File: src/rtl/dmem_arbiter_if.sv
// Request/response bus for both requester ports plus the DataMemory bus.
// slave: the arbiter side; master: the requesters and memory side.
interface dmem_arbiter_if #(
    parameter int ADDR_W = 8,
    parameter int DATA_W = 32
);
    logic              req_valid0;
    logic              req_ready0;
    logic              req_we0;
    logic [ADDR_W-1:0] req_addr0;
    logic [DATA_W-1:0] req_wdata0;
    logic              rsp_valid0;
    logic [DATA_W-1:0] rsp_rdata0;

    logic              req_valid1;
    logic              req_ready1;
    logic              req_we1;
    logic [ADDR_W-1:0] req_addr1;
    logic [DATA_W-1:0] req_wdata1;
    logic              rsp_valid1;
    logic [DATA_W-1:0] rsp_rdata1;

    logic              mem_wr_en;
    logic [ADDR_W-1:0] mem_addr;
    logic [DATA_W-1:0] mem_wr_data;
    logic [DATA_W-1:0] mem_rd_data;

    modport slave (
        input  req_valid0, req_we0, req_addr0, req_wdata0,
        output req_ready0, rsp_valid0, rsp_rdata0,
        input  req_valid1, req_we1, req_addr1, req_wdata1,
        output req_ready1, rsp_valid1, rsp_rdata1,
        output mem_wr_en, mem_addr, mem_wr_data,
        input  mem_rd_data
    );

    modport master (
        output req_valid0, req_we0, req_addr0, req_wdata0,
        input  req_ready0, rsp_valid0, rsp_rdata0,
        output req_valid1, req_we1, req_addr1, req_wdata1,
        input  req_ready1, rsp_valid1, rsp_rdata1,
        input  mem_wr_en, mem_addr, mem_wr_data,
        output mem_rd_data
    );
endinterface

File: src/rtl/dmem_arbiter.sv
// Round-robin two-port arbiter/sequencer in front of a single-port DataMemory.
// Each granted request takes IDLE -> ACCESS -> RESP: one memory cycle and a
// one-cycle registered response to the owner.
module dmem_arbiter #(
    parameter int ADDR_W = 8,
    parameter int DATA_W = 32
) (
    input  logic           clk,
    input  logic           rst_n,
    dmem_arbiter_if.slave  bus
);
    typedef enum logic [1:0] {
        IDLE   = 2'd0,
        ACCESS = 2'd1,
        RESP   = 2'd2
    } state_t;

    state_t            state_q;
    state_t            state_d;
    logic              op_we_q;
    logic [ADDR_W-1:0] op_addr_q;
    logic [DATA_W-1:0] op_wdata_q;
    logic              owner_q;
    logic              last_gnt_q;
    logic [DATA_W-1:0] rdata_q;

    logic              win0;
    logic              win1;
    logic              hs;

    // Pick the winner: a lone requester wins, a contest goes to the port that was not granted last
    always_comb begin
        win0 = bus.req_valid0 && (!bus.req_valid1 || last_gnt_q);
        win1 = bus.req_valid1 && (!bus.req_valid0 || !last_gnt_q);
        hs   = rst_n && (state_q == IDLE) && (win0 || win1);
    end

    // State register
    always_ff @(posedge clk or negedge rst_n) begin
        if (!rst_n) begin
            state_q <= IDLE;
        end else begin
            state_q <= state_d;
        end
    end

    // Next-state logic: a handshake starts a fixed three-cycle sequence
    always_comb begin
        state_d = IDLE;
        case (state_q)
            IDLE:    state_d = hs ? ACCESS : IDLE;
            ACCESS:  state_d = RESP;
            RESP:    state_d = IDLE;
            default: state_d = IDLE;
        endcase
    end

    // Op registers, grant history and captured read data
    always_ff @(posedge clk or negedge rst_n) begin
        if (!rst_n) begin
            op_we_q    <= 1'b0;
            op_addr_q  <= '0;
            op_wdata_q <= '0;
            owner_q    <= 1'b0;
            last_gnt_q <= 1'b1;
            rdata_q    <= '0;
        end else begin
            if (hs) begin
                op_we_q    <= win1 ? bus.req_we1    : bus.req_we0;
                op_addr_q  <= win1 ? bus.req_addr1  : bus.req_addr0;
                op_wdata_q <= win1 ? bus.req_wdata1 : bus.req_wdata0;
                owner_q    <= win1;
                last_gnt_q <= win1;
            end
            if (state_q == ACCESS) begin
                rdata_q <= op_we_q ? '0 : bus.mem_rd_data;
            end
        end
    end

    // Outputs: ready only in IDLE (and never during reset), write enable only in ACCESS
    always_comb begin
        bus.req_ready0  = rst_n && (state_q == IDLE) && win0;
        bus.req_ready1  = rst_n && (state_q == IDLE) && win1;
        bus.rsp_valid0  = (state_q == RESP) && !owner_q;
        bus.rsp_valid1  = (state_q == RESP) && owner_q;
        bus.rsp_rdata0  = rdata_q;
        bus.rsp_rdata1  = rdata_q;
        bus.mem_wr_en   = (state_q == ACCESS) && op_we_q;
        bus.mem_addr    = op_addr_q;
        bus.mem_wr_data = op_wdata_q;
    end
endmodule

File: src/flat_wrapper.sv
// flat-port wrapper written by rule: the top's interface ports become plain ports
module dmem_arbiter_flat 
#(
    parameter int ADDR_W = 8,
    parameter int DATA_W = 32
)
  (clk, rst_n, bus_req_valid0, bus_req_we0, bus_req_addr0, bus_req_wdata0, bus_req_ready0, bus_rsp_valid0, bus_rsp_rdata0, bus_req_valid1, bus_req_we1, bus_req_addr1, bus_req_wdata1, bus_req_ready1, bus_rsp_valid1, bus_rsp_rdata1, bus_mem_wr_en, bus_mem_addr, bus_mem_wr_data, bus_mem_rd_data);
  dmem_arbiter_if #(.ADDR_W(ADDR_W), .DATA_W(DATA_W)) bus_i ();
  input  logic clk;
  input  logic rst_n;
  input wire logic [$bits(bus_i.req_valid0)-1:0] bus_req_valid0;
  input wire logic [$bits(bus_i.req_we0)-1:0] bus_req_we0;
  input wire logic [$bits(bus_i.req_addr0)-1:0] bus_req_addr0;
  input wire logic [$bits(bus_i.req_wdata0)-1:0] bus_req_wdata0;
  output wire logic [$bits(bus_i.req_ready0)-1:0] bus_req_ready0;
  output wire logic [$bits(bus_i.rsp_valid0)-1:0] bus_rsp_valid0;
  output wire logic [$bits(bus_i.rsp_rdata0)-1:0] bus_rsp_rdata0;
  input wire logic [$bits(bus_i.req_valid1)-1:0] bus_req_valid1;
  input wire logic [$bits(bus_i.req_we1)-1:0] bus_req_we1;
  input wire logic [$bits(bus_i.req_addr1)-1:0] bus_req_addr1;
  input wire logic [$bits(bus_i.req_wdata1)-1:0] bus_req_wdata1;
  output wire logic [$bits(bus_i.req_ready1)-1:0] bus_req_ready1;
  output wire logic [$bits(bus_i.rsp_valid1)-1:0] bus_rsp_valid1;
  output wire logic [$bits(bus_i.rsp_rdata1)-1:0] bus_rsp_rdata1;
  output wire logic [$bits(bus_i.mem_wr_en)-1:0] bus_mem_wr_en;
  output wire logic [$bits(bus_i.mem_addr)-1:0] bus_mem_addr;
  output wire logic [$bits(bus_i.mem_wr_data)-1:0] bus_mem_wr_data;
  input wire logic [$bits(bus_i.mem_rd_data)-1:0] bus_mem_rd_data;
  assign bus_i.req_valid0 = bus_req_valid0;
  assign bus_i.req_we0 = bus_req_we0;
  assign bus_i.req_addr0 = bus_req_addr0;
  assign bus_i.req_wdata0 = bus_req_wdata0;
  assign bus_req_ready0 = bus_i.req_ready0;
  assign bus_rsp_valid0 = bus_i.rsp_valid0;
  assign bus_rsp_rdata0 = bus_i.rsp_rdata0;
  assign bus_i.req_valid1 = bus_req_valid1;
  assign bus_i.req_we1 = bus_req_we1;
  assign bus_i.req_addr1 = bus_req_addr1;
  assign bus_i.req_wdata1 = bus_req_wdata1;
  assign bus_req_ready1 = bus_i.req_ready1;
  assign bus_rsp_valid1 = bus_i.rsp_valid1;
  assign bus_rsp_rdata1 = bus_i.rsp_rdata1;
  assign bus_mem_wr_en = bus_i.mem_wr_en;
  assign bus_mem_addr = bus_i.mem_addr;
  assign bus_mem_wr_data = bus_i.mem_wr_data;
  assign bus_i.mem_rd_data = bus_mem_rd_data;
  dmem_arbiter #(.ADDR_W(ADDR_W), .DATA_W(DATA_W)) u_core (.clk(clk), .rst_n(rst_n), .bus(bus_i));
endmodule
File: config.mk
export PLATFORM = sky130hd
export DESIGN_NAME = dmem_arbiter_flat
export DESIGN_NICKNAME = d
export VERILOG_FILES = /design/src/rtl/dmem_arbiter_if.sv /design/src/rtl/dmem_arbiter.sv /design/src/flat_wrapper.sv
export SDC_FILE = /design/constraint.sdc
export NUM_CORES = 1
export LEC_CHECK = 0
export CELL_PAD_IN_SITES_DETAIL_PLACEMENT = 0
export CELL_PAD_IN_SITES_GLOBAL_PLACEMENT = 1
export CORE_ASPECT_RATIO = 1.25
export CORE_UTILIZATION = 28
export CTS_CLUSTER_SIZE = 28
export DETAILED_ROUTE_END_ITERATION = 10
export PLACE_DENSITY = 0.88
export SYNTH_ARGS = -nofsm -noshare
export SYNTH_HDL_FRONTEND = slang
export SYNTH_SLANG_ARGS = --single-unit
File: constraint.sdc
create_clock -name clk -period 1.7 [get_ports clk]
set_input_delay 0.255 -clock clk [delete_from_list [all_inputs] [get_ports clk]]
set_output_delay 0.255 -clock clk [all_outputs]
set_load 0.05 [all_outputs]
Word-level counts from Yosys, hierarchy flattened
Index checks and enable logic that the tools add are counted.
{ "op_classes": {"eq_ne": 2, "mux": 6, "n_reduce_logical": 17} }
{ "op_table": {"columns": ["operator", "n"], "rows": [
  ["$mux W32", 2],
  ["$logic_and A1 B1 Y1", 9],
  ["$mux W8", 1],
  ["$logic_not A1 Y1", 4],
  ["$pmux W2 S2", 1],
  ["$logic_or A1 B1 Y1", 3],
  ["$eq A2 B1 Y1 const B", 1],
  ["$eq A2 B2 Y1 const B", 1],
  ["$logic_not A2 Y1", 1],
  ["$mux W1", 2]
]} }
{ "totals": {"ff_bits": 77, "in_bits": 118} }

Depth between registers and ports, before layout
{ "logic_depth": {"word_depth": 7, "ltp_mapped": 5, "ltp_nobuf": 3} }

Least setup slack after synthesis
No wires, ideal clock.
{ "synth_timing": {"kind": "flip-flop to output port", "start": "register u_core.last_gnt_q", "end": "output bus_req_ready0", "arrival_time_ps": 2013, "required_time_ps": 1445, "path_slack_ps": -568, "stages_incl_launch_ff": 5, "n_path_buf": 2, "cell_sequence": "dfstp_2 -> nor2b_1 -> buf_2 -> buf_2 -> nor3b_1"} }
{ "synth_via": {"elab_chain_cells": 3} }
{ "synth_lines": {"columns": ["item", "line", "source"], "rows": [
  ["start: declaration", "dmem_arbiter.sv:24", "logic last_gnt_q;"],
  ["start signal: assignment", "dmem_arbiter.sv:73", "last_gnt_q <= win1;"],
  ["$logic_or A1 B1 Y1", "dmem_arbiter.sv:33", "win0 = bus.req_valid0 && (!bus.req_valid1 || last_gnt_q);"],
  ["$logic_and A1 B1 Y1", "dmem_arbiter.sv:33", null],
  ["$logic_and A1 B1 Y1", "dmem_arbiter.sv:83", "bus.req_ready0 = rst_n && (state_q == IDLE) && win0;"],
  ["end: declaration", "flat_wrapper.sv:15", "output wire logic [$bits(bus_i.req_ready0)-1:0] bus_req_ready0;"]
]} }
No other way between the ends.

Worst setup path after layout
{ "layout_timing": {"start": "register u_core.state_q[1]", "end": "output bus_req_ready1"} }
{ "layout_via": {"elab_chain_cells": 3} }
{ "layout_lines": {"columns": ["item", "line", "source"], "rows": [
  ["start: declaration", "dmem_arbiter.sv:18", "state_t state_q;"],
  ["start signal: assignment", "dmem_arbiter.sv:43", "state_q <= state_d;"],
  ["$logic_not A2 Y1", "dmem_arbiter.sv:84", "bus.req_ready1 = rst_n && (state_q == IDLE) && win1;"],
  ["$logic_and A1 B1 Y1 (2 in series)", "dmem_arbiter.sv:84", null],
  ["end: declaration", "flat_wrapper.sv:22", "output wire logic [$bits(bus_i.req_ready1)-1:0] bus_req_ready1;"]
]} }
No other way between the ends.

==> summary.txt <==
STA
  – RSZ-0062 raised after global routing: yes
  – Fmax: slightly above 600 MHz
  – Slew at the pin with the worst max-slew slack: 795.5 ps
  – Final critical-path share of the clock period: 96.84%
  – Setup TNS: 0 ps
  – Clk_skew: 6.367 ps
  – Slew headroom: between 40% and 50%
  – Tmin final: approximately 1600 ps
  – Pins Over Slew Limit: 0
  – Final hold slack: approximately 150 ps
  – Final setup vio count: 0
  – Hold Fails Final Rpt: 0

Logic synthesis
  – Largest cells by area after synthesis: dfrtp_1 (49%), a2bb2oi_2 (15%), o32ai_1 (9.3%)
  – Net count after synthesis: around 460
  – Post-synth top area cell: dfrtp_1
  – Synthesized area per cell: 11.38 um2
  – Commonest cells post-synth: dfrtp_1 (76), nand2_1 (64), o32ai_1 (41), a2bb2oi_2 (39), buf_4 (34)
  – Sequential fraction of the synthesis area: 49.98%
  – Synth Cell Area: between 0.003 and 0.004 mm2
  – Yosys cell types: 26
  – Top FF cell, synth: dfrtp_1
  – Area share of the largest cell type after synthesis: roughly half
  – Yosys warns: 0
  – Synthesized flop and latch total: 77
  – Async set-reset flop share out of synthesis: 100.0%
  – Post-Syn Instances: about 340
  – Number of synthesized flops with an enable pin: 0
  – Most frequent cell after synthesis: dfrtp_1

CTS
  – Clock root buffer: clkbuf_16
  – H-tree depth: 3
  – Clk pin slew, worst setup/hold paths: approximately 60 ps
  – CTS Buf Count: 9
  – Worst-Skew Late Latency: 320 ps
  – # clock sinks: just under 80
  – Worst-case clock buffer depth: 2
  – CTS tree: yes

Setup path
  – R2R Path Start: u_core.last_gnt_q
  – CP max FO: 3
  – Worst EP required: 1440 ps
  – Critical path type: register to primary output
  – Worst Setup SP: u_core.state_q[1]
  – Critical path launch point type: register
  – Crit end category: primary output
  – Crit path arrival time: approximately 1400 ps

Layout
  – Area of the multi-input gates: 0.001533 mm2
  – Reg area: just under 0.002 mm2
  – Number of fill cells in the layout: between 1k and 1.5k
  – # nets final: between 600 and 700
  – Area Overhead vs Synth: 62.34%
  – Share of cells above drive strength 1: 36.45%
  – Layout Utilization: 46.91%
  – Ant. Diodes: 0

Global routing
  – Largest net degree at the start of global routing: 64
  – Gr ovfl total: 0
  – Global-route wire length before repair: about 17 mm
  – Antenna violations before repair: 0
  – Vias in the first global route: 3,344
  – Gr usage total: ~16%

Die
  – Boundary Pins: 227
  – Cell row count: 47
  – Initial Utilization: just under 30%
  – Die span in y: 133.2 um
  – Die ar.: 0.01425 mm2
  – CORE AREA: between 0.01 and 0.015 mm2
  – Die width: between 100 and 150 um

Power
  – Power per Cell Area: roughly 1600 mW/mm2
  – Leakage: 2.634 nW
  – Worst VDD drop: approximately 0.8 mV
  – Power Total: approximately 10 mW

Hold path
  – Min-Delay Path Class: primary input to async pin

Detailed routing
  – Vias: between 3k and 4k
  – 1st-pass router iterations: 4
  – Routed Antenna Nets: 0
  – Drt wl/cell: around 16 um
  – Number of vias per cell: around 4.8
  – Number of remaining DRC errors: 0
  – DR iter-0 viols: around 130
  – Final WL: around 11 mm

Placement
  – I/O Buffers: roughly 230
  – Hpwl dp: 8.114 mm
  – GP Congestion: between 0.7 and 0.8

Status
  – Outcome: finished clean

Job
  – Max cap viols: 0
==> registers in the layout, summed over array words and instances (netlist names) <==
name / count
u_core.last_gnt_q: 1
u_core.owner_q: 1
u_core.bus.mem_wr_data: 32
u_core.op_we_q: 1
u_core.bus.rsp_rdata0: 32
u_core.bus.mem_addr: 8
u_core.state_q: 2
==> final timing paths <==
kind | to | slack (ps) | depth (start not counted)
worst max-delay path | bus_req_ready1 | 50 | 3
max in group asynchronous | u_core.bus.mem_wr_data[1] | 1020 | 2
worst max register to register | u_core.bus.mem_wr_data[2] | 180 | 4
min in group clk | u_core.bus.rsp_rdata0[20] | 480 | 3
worst min-delay path | u_core.bus.mem_wr_data[9] | 150 | 2
worst min register to register | u_core.bus.rsp_rdata0[24] | 510 | 2
==> stage by stage <==
step	area, um2	cells	worst slack [ps]
after detailed placement	5939	687	-93.47
after CTS	6247	705	-17.00
final	6262	706	53.64
after global placement	5939	687	-34.88
after global routing	6262	706	-15.28
after floorplan	3879	339	-75.86
==> metal layers <==
metal,GRT usage [%],vias to the layer above,routed length [um]
li1,-,1597,-
met1,18.48,1596,4416
met2,27.53,155,5776
met3,3.816,10,717
met4,5.632,0,155
met5,0,-,0
==> worst max-delay path: stages (launching register included) <==
cell and delay (ps):
dfrtp_2 440, buf_6 140, nor4b_4 320, buf_12 180
==> power by group <==
group	internal (mW)	switching (mW)	total, mW	leakage [nW]
Sequential	2.34	0.424	2.76	0.911
Combinational	1.84	3.44	5.29	1.59
Clock	1.03	0.706	1.73	0.128
Total	5.21	4.57	9.78	2.63
==> final cells by class <==
cell class	count	area share, %
Multi-Input combinational cell	193	24.48
Timing Repair Buffer	246	36.66
Inverter	3	0.1798
Tap cell	171	3.417
Sequential cell	77	30.81
Clock buffer	11	3.876
Clock inverter	5	0.5794
==> what timing repair did <==
action	CTS	global route
hold buffers	1	0
endpoints found under the hold margin	14	0
setup buffers	1	1
setup endpoints to repair	3	14
gates resized for setup	4	2
pin swaps	2	2
==> kinds of logic after synthesis <==
logic type,count (synthesis),synth area share [%]
flip-flops,77,49.98
AND/OR/NAND/NOR,74,8.271
AO/OA/AOI/OAI,119,30.17
buffers and inverters,69,11.58
==> layout by cell type, fill, tap and decap left out, drive strengths merged <==
cell type / instances
o32ai: 41
clkinvlp: 3
nor2: 1
a2bb2oi: 41
buf: 129
dlygate4sd2: 1
dfrtp: 76
clkdlybuf4s50: 115
o21a: 1
nor2b: 2
nor3b: 3
and3b: 1
dfstp: 1
nor4b: 1
inv: 3
a21oi: 1
nand2: 64
o221a: 1
nand3: 1
nand2b: 1
o21ai: 32
dlygate4sd3: 1
clkinv: 2
a21boi: 1
clkbuf: 11
a21bo: 1
(Power assumes the default switching activity.)
